$ cat config.mk
export PLATFORM = sky130hd
export DESIGN_NAME = div_seq
export DESIGN_NICKNAME = d
export VERILOG_FILES = /design/src/rtl/div_seq_pkg.sv /design/src/rtl/div_step.sv /design/src/rtl/div_seq.sv
export SDC_FILE = /design/constraint.sdc
export NUM_CORES = 1
export LEC_CHECK = 0
export BUFFER_PORTS_ARGS = -buffer_cell sky130_fd_sc_hd__buf_2
export CELL_PAD_IN_SITES_DETAIL_PLACEMENT = 1
export CELL_PAD_IN_SITES_GLOBAL_PLACEMENT = 1
export CORE_MARGIN = 2
export CORE_UTILIZATION = 40
export DETAILED_ROUTE_END_ITERATION = 12
export GPL_TIMING_DRIVEN = 0
export HOLD_SLACK_MARGIN = 0.12
export PLACE_DENSITY = 0.82
export SLEW_MARGIN = 20
export SYNTH_ARGS = -nofsm -noshare
export SYNTH_HDL_FRONTEND = slang
export SYNTH_HIERARCHICAL = 1
export SYNTH_SLANG_ARGS = --single-unit
$ cat constraint.sdc
create_clock -name clk -period 3.1 [get_ports clk]
set_input_delay 0.155 -clock clk [delete_from_list [all_inputs] [get_ports clk]]
set_output_delay 0.155 -clock clk [all_outputs]
set_load 0.005 [all_outputs]
$ cat src/rtl/div_seq_pkg.sv
`default_nettype none
// ============================================================================
//  Module      : div_seq_pkg
//  Description : Shared definitions for the multi-cycle MIPS DIV/DIVU
//                sequencer: FSM state encoding, default datapath width and
//                the quotient pattern returned for a zero divisor.
//  Ports       : none (package)
//  Revision    : 1.0 - initial release
// ============================================================================
package div_seq_pkg;

  // Default operand/result width (MIPS GPR width).
  localparam int DEF_WIDTH = 32;

  // Sequencer states.
  typedef enum logic [1:0] {
    S_IDLE = 2'd0,
    S_RUN  = 2'd1,
    S_DONE = 2'd2
  } state_t;

  // Quotient reported for a zero divisor: all ones.
  localparam logic [DEF_WIDTH-1:0] DIV0_QUO = {DEF_WIDTH{1'b1}};

endpackage : div_seq_pkg
`default_nettype wire

$ cat src/rtl/div_step.sv
`default_nettype none
// ============================================================================
//  Module      : div_step
//  Description : One combinational radix-2 restoring divide iteration.
//                Shifts {rem,quo} left by one, trial-subtracts the divisor
//                from the shifted remainder and records the quotient bit.
//  Ports       : rem, quo, divisor   - current partial remainder, quotient
//                                      shift register and divisor magnitude
//                rem_next, quo_next  - state after this iteration
//  Revision    : 1.0 - initial release
// ============================================================================
module div_step
  import div_seq_pkg::*;
#(
  parameter int WIDTH = DEF_WIDTH
) (
  input  logic [WIDTH-1:0] rem,
  input  logic [WIDTH-1:0] quo,
  input  logic [WIDTH-1:0] divisor,
  output logic [WIDTH-1:0] rem_next,
  output logic [WIDTH-1:0] quo_next
);

  logic [WIDTH:0] shifted;
  logic [WIDTH:0] diff;
  logic           borrow;

  always_comb begin
    // The partial remainder is always below the divisor, so the shifted value
    // fits in WIDTH+1 bits and a non-negative difference fits in WIDTH bits.
    // Bit WIDTH of the difference is therefore exactly the borrow.
    shifted  = {rem, quo[WIDTH-1]};
    diff     = shifted - {1'b0, divisor};
    borrow   = diff[WIDTH];
    rem_next = borrow ? shifted[WIDTH-1:0] : diff[WIDTH-1:0];
    quo_next = {quo[WIDTH-2:0], ~borrow};
  end

endmodule : div_step
`default_nettype wire

$ cat src/rtl/div_seq.sv
`default_nettype none
// ============================================================================
//  Module      : div_seq
//  Description : Multi-cycle sequencer for MIPS DIV/DIVU. Runs a radix-2
//                restoring shift-subtract over WIDTH iterations while
//                stalling the pipeline, then issues a one-cycle HI/LO write
//                (remainder to HI, quotient to LO).
//  Ports       : clk        - clock, rising edge
//                rst        - synchronous reset, active low
//                start      - divide request (sampled in IDLE only)
//                signed_div - 1 = DIV, 0 = DIVU (sampled with start)
//                cancel     - abort current/requested operation
//                dividend   - rs operand (sampled with start)
//                divisor    - rt operand (sampled with start)
//                busy       - operation in progress
//                stall_o    - pipeline stall request
//                done       - one-cycle completion pulse
//                hilo_we    - HI/LO write enable (same as done)
//                hi_o       - remainder
//                lo_o       - quotient
//  Options     : DIV_EARLY_EXIT_EN - when defined, |dividend| < |divisor|
//                with a non-zero divisor completes in one cycle.
//  Revision    : 1.0 - initial release
// ============================================================================
module div_seq
  import div_seq_pkg::*;
#(
  parameter int WIDTH = DEF_WIDTH,
  parameter int CNT_W = 6
) (
  input  logic             clk,
  input  logic             rst,
  input  logic             start,
  input  logic             signed_div,
  input  logic             cancel,
  input  logic [WIDTH-1:0] dividend,
  input  logic [WIDTH-1:0] divisor,
  output logic             busy,
  output logic             stall_o,
  output logic             done,
  output logic             hilo_we,
  output logic [WIDTH-1:0] hi_o,
  output logic [WIDTH-1:0] lo_o
);

  state_t             state;
  state_t             state_next;
  logic [CNT_W-1:0]   cnt;
  logic [WIDTH-1:0]   rem;
  logic [WIDTH-1:0]   quo;
  logic [WIDTH-1:0]   dvs;
  logic               qneg;
  logic               rneg;
  logic [WIDTH-1:0]   hi_hold;
  logic [WIDTH-1:0]   lo_hold;

  logic               start_ok;
  logic               a_neg;
  logic               b_neg;
  logic [WIDTH-1:0]   a_mag;
  logic [WIDTH-1:0]   b_mag;
  logic               div_zero;
  logic               early;
  logic               last_iter;
  logic [WIDTH-1:0]   rem_step;
  logic [WIDTH-1:0]   quo_step;
  logic [WIDTH-1:0]   hi_fix;
  logic [WIDTH-1:0]   lo_fix;

  // --------------------------------------------------------------------------
  // Operand conditioning at issue
  // --------------------------------------------------------------------------
  always_comb begin
    start_ok = (state == S_IDLE) && start && !cancel;
    a_neg    = signed_div && dividend[WIDTH-1];
    b_neg    = signed_div && divisor[WIDTH-1];
    // Two's complement negation; 0x80..0 maps to itself, which is the correct
    // unsigned magnitude and yields the architected overflow result.
    a_mag    = a_neg ? (~dividend + 1'b1) : dividend;
    b_mag    = b_neg ? (~divisor + 1'b1) : divisor;
    div_zero = (divisor == '0);
`ifdef DIV_EARLY_EXIT_EN
    early    = !div_zero && (a_mag < b_mag);
`else
    early    = 1'b0;
`endif
    last_iter = (cnt == CNT_W'(WIDTH-1));
  end

  // --------------------------------------------------------------------------
  // FSM: next state
  // --------------------------------------------------------------------------
  always_comb begin
    state_next = state;
    case (state)
      S_IDLE: begin
        if (start_ok) begin
          state_next = (div_zero || early) ? S_DONE : S_RUN;
        end
      end
      S_RUN: begin
        if (last_iter) begin
          state_next = S_DONE;
        end
      end
      S_DONE:  state_next = S_IDLE;
      default: state_next = S_IDLE;
    endcase
    if (cancel) begin
      state_next = S_IDLE;
    end
  end

  // --------------------------------------------------------------------------
  // FSM: state register
  // --------------------------------------------------------------------------
  always_ff @(posedge clk) begin
    if (!rst) begin
      state <= S_IDLE;
    end else begin
      state <= state_next;
    end
  end

  // --------------------------------------------------------------------------
  // Iteration datapath
  // --------------------------------------------------------------------------
  div_step #(
    .WIDTH    (WIDTH)
  ) u_step (
    .rem      (rem),
    .quo      (quo),
    .divisor  (dvs),
    .rem_next (rem_step),
    .quo_next (quo_step)
  );

  always_ff @(posedge clk) begin
    if (!rst) begin
      cnt     <= '0;
      rem     <= '0;
      quo     <= '0;
      dvs     <= '0;
      qneg    <= 1'b0;
      rneg    <= 1'b0;
      hi_hold <= '0;
      lo_hold <= '0;
    end else begin
      if (start_ok) begin
        cnt <= '0;
        dvs <= b_mag;
        if (div_zero) begin
          // Raw dividend to HI, all ones to LO; no sign fix-up applies.
          rem  <= dividend;
          quo  <= {WIDTH{DIV0_QUO[0]}};
          qneg <= 1'b0;
          rneg <= 1'b0;
        end else if (early) begin
          rem  <= a_mag;
          quo  <= '0;
          qneg <= a_neg ^ b_neg;
          rneg <= a_neg;
        end else begin
          // Dividend enters through the quotient register and is shifted
          // into the remainder one bit per iteration.
          rem  <= '0;
          quo  <= a_mag;
          qneg <= a_neg ^ b_neg;
          rneg <= a_neg;
        end
      end else if (state == S_RUN) begin
        rem <= rem_step;
        quo <= quo_step;
        cnt <= cnt + CNT_W'(1);
      end

      // Results are captured on the write cycle so they persist afterwards.
      if (done) begin
        hi_hold <= hi_fix;
        lo_hold <= lo_fix;
      end
    end
  end

  // --------------------------------------------------------------------------
  // Outputs
  // --------------------------------------------------------------------------
  always_comb begin
    hi_fix  = rneg ? (~rem + 1'b1) : rem;
    lo_fix  = qneg ? (~quo + 1'b1) : quo;
    busy    = (state != S_IDLE);
    stall_o = start_ok || (state == S_RUN);
    done    = (state == S_DONE) && !cancel;
    hilo_we = done;
    // A cancelled DONE cycle leaves the previous results visible.
    hi_o    = done ? hi_fix : hi_hold;
    lo_o    = done ? lo_fix : lo_hold;
  end

endmodule : div_seq
`default_nettype wire

==> results.yml <==
logic_synthesis:
  synthesis.nets: 1583
  yosysUniqueCellTypes: 88
  yosys_warnings: 6
  ys_seq_area_share_pct: 29.1
  synth_area_sq_mm: 0.0117
  synth-simple-area-share_pct: 21.8
  yosysTopAreaCellShare_pct: 29.1
  muxShareOfSynthArea_pct: 3.89
  async_flop_share_pct: 0
  synth-compound-area-share_pct: 22.8
  synth-edff-count: 0
  yosys.area.top_type: "dfxtp_1"
  synth_top_family_by_area: "compound AO/OA/AOI/OAI gates"
  synth_xor_area_share_pct: 10.9
  synth-seq-cells: 170
  syn_inst: 1476
  synth_area_leaders: "dfxtp_1 29%, xor2_1 6.8%, nor2_1 4.8%"
  synthFlopType: "dfxtp_1"
  synth-adder-area-share_pct: 4.13
  synth_area_per_cell_sq_um: 7.92
flow_run:
  drv_cap: 0
drt:
  first_pass_iters: 5
  vias: 12200
  wl_met3_mm: 2.49
  wl_per_cell_microns: 21.9
  initialDrtViolationCount: 851
  ant_nets: 0
  m1WireLength_mm: 20.3
  wl_met2_mm: 21.4
  vias_per_cell: 5.89
  finalWirelength_mm: 45.5
  remaining_drc_errors: 0
  routed.top_layer: "met4"
pwr:
  power_density_mw_per_mm2: 516
  irDropWorstVdd_uv: 397
  leakage_nw: 5.77
  total_power_mw: 7.53
timing:
  timing.final.crit_share_pct: 108
  finalClockSkew_ns: 0.0115
  fmax_mhz: 298
  setup_violations: 34
  worst_pin_slew_ns: 1.02
  setup_slack_ns: -0.261
  finalHoldViolCount: 0
  hold_slack_ns: 0.113
  slew_headroom_pct: 31.8
  grt_setup_unrepaired: "true"
  setup_tns_ns: -6.21
  post-route-min-period_ns: 3.36
  slew_viol_final: 0
place:
  dp.final_hpwl_mm: 33.4
  globalplace.congestion: 0.889
  placed_area_sq_mm: 0.0129
  post-place-ws_ns: -0.755
  io_buffers: 136
clocking:
  clk_latency_ns: 0.44
  clockBufferDepth: 2
  cts_num_sinks: 170
  htreeDepth: 4
  numCtsBuffers: 17
  root_buffer: "clkbuf_16"
  tritoncts: "done"
  clk_pin_slew_ns: 0.07
layout:
  antenna_cells: 0
  design_area_sq_mm: 0.0146
  syn_to_final_growth_pct: 24.9
  drive_gt1_share_pct: 23.6
  nets: 1788
run_status:
  violations: "negative setup slack"
  run_status: "complete, but fails checks"
die:
  core-area_sq_mm: 0.0287
  ioPinCount: 137
  start_util_pct: 40.7
  die_area_sq_mm: 0.0306
  num_rows: 62
  die-height_microns: 175
  die_w_microns: 175
setup_path:
  critPathKind: "reg2reg"
  r2r_cells: 16
  cp-start-kind: "register"
  worst-path-max-fanout: 6
  cp-end-kind: "register"
  cp.arrival_ns: 3.68
  required_ns: 3.42
hold_path:
  hp-class: "in2reg"
  holdPathStages: 3
global_routing:
  grt_overflow: 0
  grt_use_total_pct: 28.3
  grt_antenna_before_repair: 0
  grt_max_degree: 17
  grt_pass1_vias: 11900
  grt_pass1_wl_mm: 67.7
==> cell usage in the layout, fill, tap and decap left out, types with 10 or more instances in the layout <==
master	n
clkbuf_16	17
a211oi_1	40
dfxtp_2	16
o21ai_0	75
nand2_1	119
o22ai_2	19
a21o_1	19
o221ai_1	15
inv_1	47
buf_4	59
a221oi_1	12
dfxtp_1	145
nand2b_1	10
nand3_1	24
and2_1	53
a21oi_1	77
o22ai_1	10
ha_1	26
xor2_1	89
xnor2_1	54
a31oi_1	10
o21ai_1	10
nand4_1	15
mux2_4	19
buf_2	140
dlygate4sd3_1	28
clkbuf_1	61
or3_1	13
nor4_1	10
o41ai_1	19
o31ai_1	30
nor3_1	55
nor2_1	148
==> sequential cells by signal (all words and copies together) (netlist names) <==
| signal | cells |
|---|---|
| dvs | 32 |
| hi_hold | 32 |
| lo_hold | 32 |
| quo | 32 |
| rem | 32 |
| cnt | 6 |
| state | 2 |
| qneg | 1 |
| rneg | 1 |
==> synthesized netlist by cell type (all sizes together) (3+ instances only) <==
library cell / number
dfxtp: 170
nor2: 149
nand2: 119
xor2: 91
o21ai: 88
a21oi: 84
clkbuf: 64
nor3: 62
and2: 55
buf: 54
xnor2: 54
inv: 51
a211oi: 41
ha: 37
o31ai: 33
o22ai: 30
o41ai: 26
mux2: 24
nand3: 24
a21o: 20
nor4: 17
nand4: 16
or3: 16
o221ai: 15
a221oi: 13
a31oi: 11
nand2b: 11
mux2i: 10
or4: 10
nor2b: 7
o21a: 7
and3: 6
or2: 6
a22oi: 5
o2111ai: 5
a311oi: 4
nor3b: 4
o211ai: 4
o21bai: 4
nand3b: 3
nor4b: 3
==> final cells by class <==
cell class	instances	area (sq um)
plain buffers	115	624
clock buffers	19	443
flip-flops and latches	170	3460
clock inverters	12	188
fillers	3530	14100
inverters	51	204
well taps	384	480
multi-input cells	1135	8000
repair buffers	191	1200
==> final timing paths <==
check             to  slack, ns        start
max           rem[3]      -0.26      quo[31]
min          dvs[13]       0.11  divisor[13]
max reg2reg   rem[3]      -0.26      quo[31]
min reg2reg  dvs[31]       0.46      dvs[31]
==> kinds of logic after synthesis <==
logic type,after synthesis
DFF,170
buffers and inverters,171
AOI/OAI and AO/OA,403
xor gates and xnor gates,145
muxes,34
and+or+nand+nor,515
adders and majority gates,38
==> power by group <==
group | total (mW) | switching [mW] | leakage (nW) | internal, mW
Combinational | 2.71 | 1.49 | 4.07 | 1.22
Clock | 2.37 | 0.991 | 0.301 | 1.38
Sequential | 2.45 | 0.165 | 1.40 | 2.28
==> critical path, stage by stage (launching register included) <==
cell and delay, ns:
dfxtp_4 0.38, inv_2 0.04, ha_4 0.15, fa_2 0.36, and2b_2 0.27, o2111ai_4 0.16, a21oi_4 0.21, o2111ai_4 0.14
a211oi_2 0.29, nor2_4 0.08, mux2i_4 0.21, and2_4 0.23, inv_12 0.09, buf_4 0.13, mux2_2 0.34, o22ai_2 0.10
nor3_1 0.06
==> routing by layer <==
metal / GRT usage [%] / vias up
li1: - / 5703
met1: 38.2 / 6035
met2: 46.7 / 409
met3: 3.57 / 79
met4: 9.90 / 0
met5: 0 / -
==> repair_timing <==
item,in CTS,in global routing
hold endpoints to repair,31,0
gates cloned,2,0
buffers inserted,17,9
setup endpoints to repair,58,71
pin swaps,16,27
hold buffers,28,0
resized for setup,65,85
==> per-stage QoR <==
stage                     util [%]  std cells
after global placement        44.9       1996
after global routing          50.9       2077
after CTS                     49.5       2072
final                         50.9       2077
after floorplan                  -       1476
after detailed placement      44.9       1996
No activity file was read; power rests on OpenSTA's default activity.
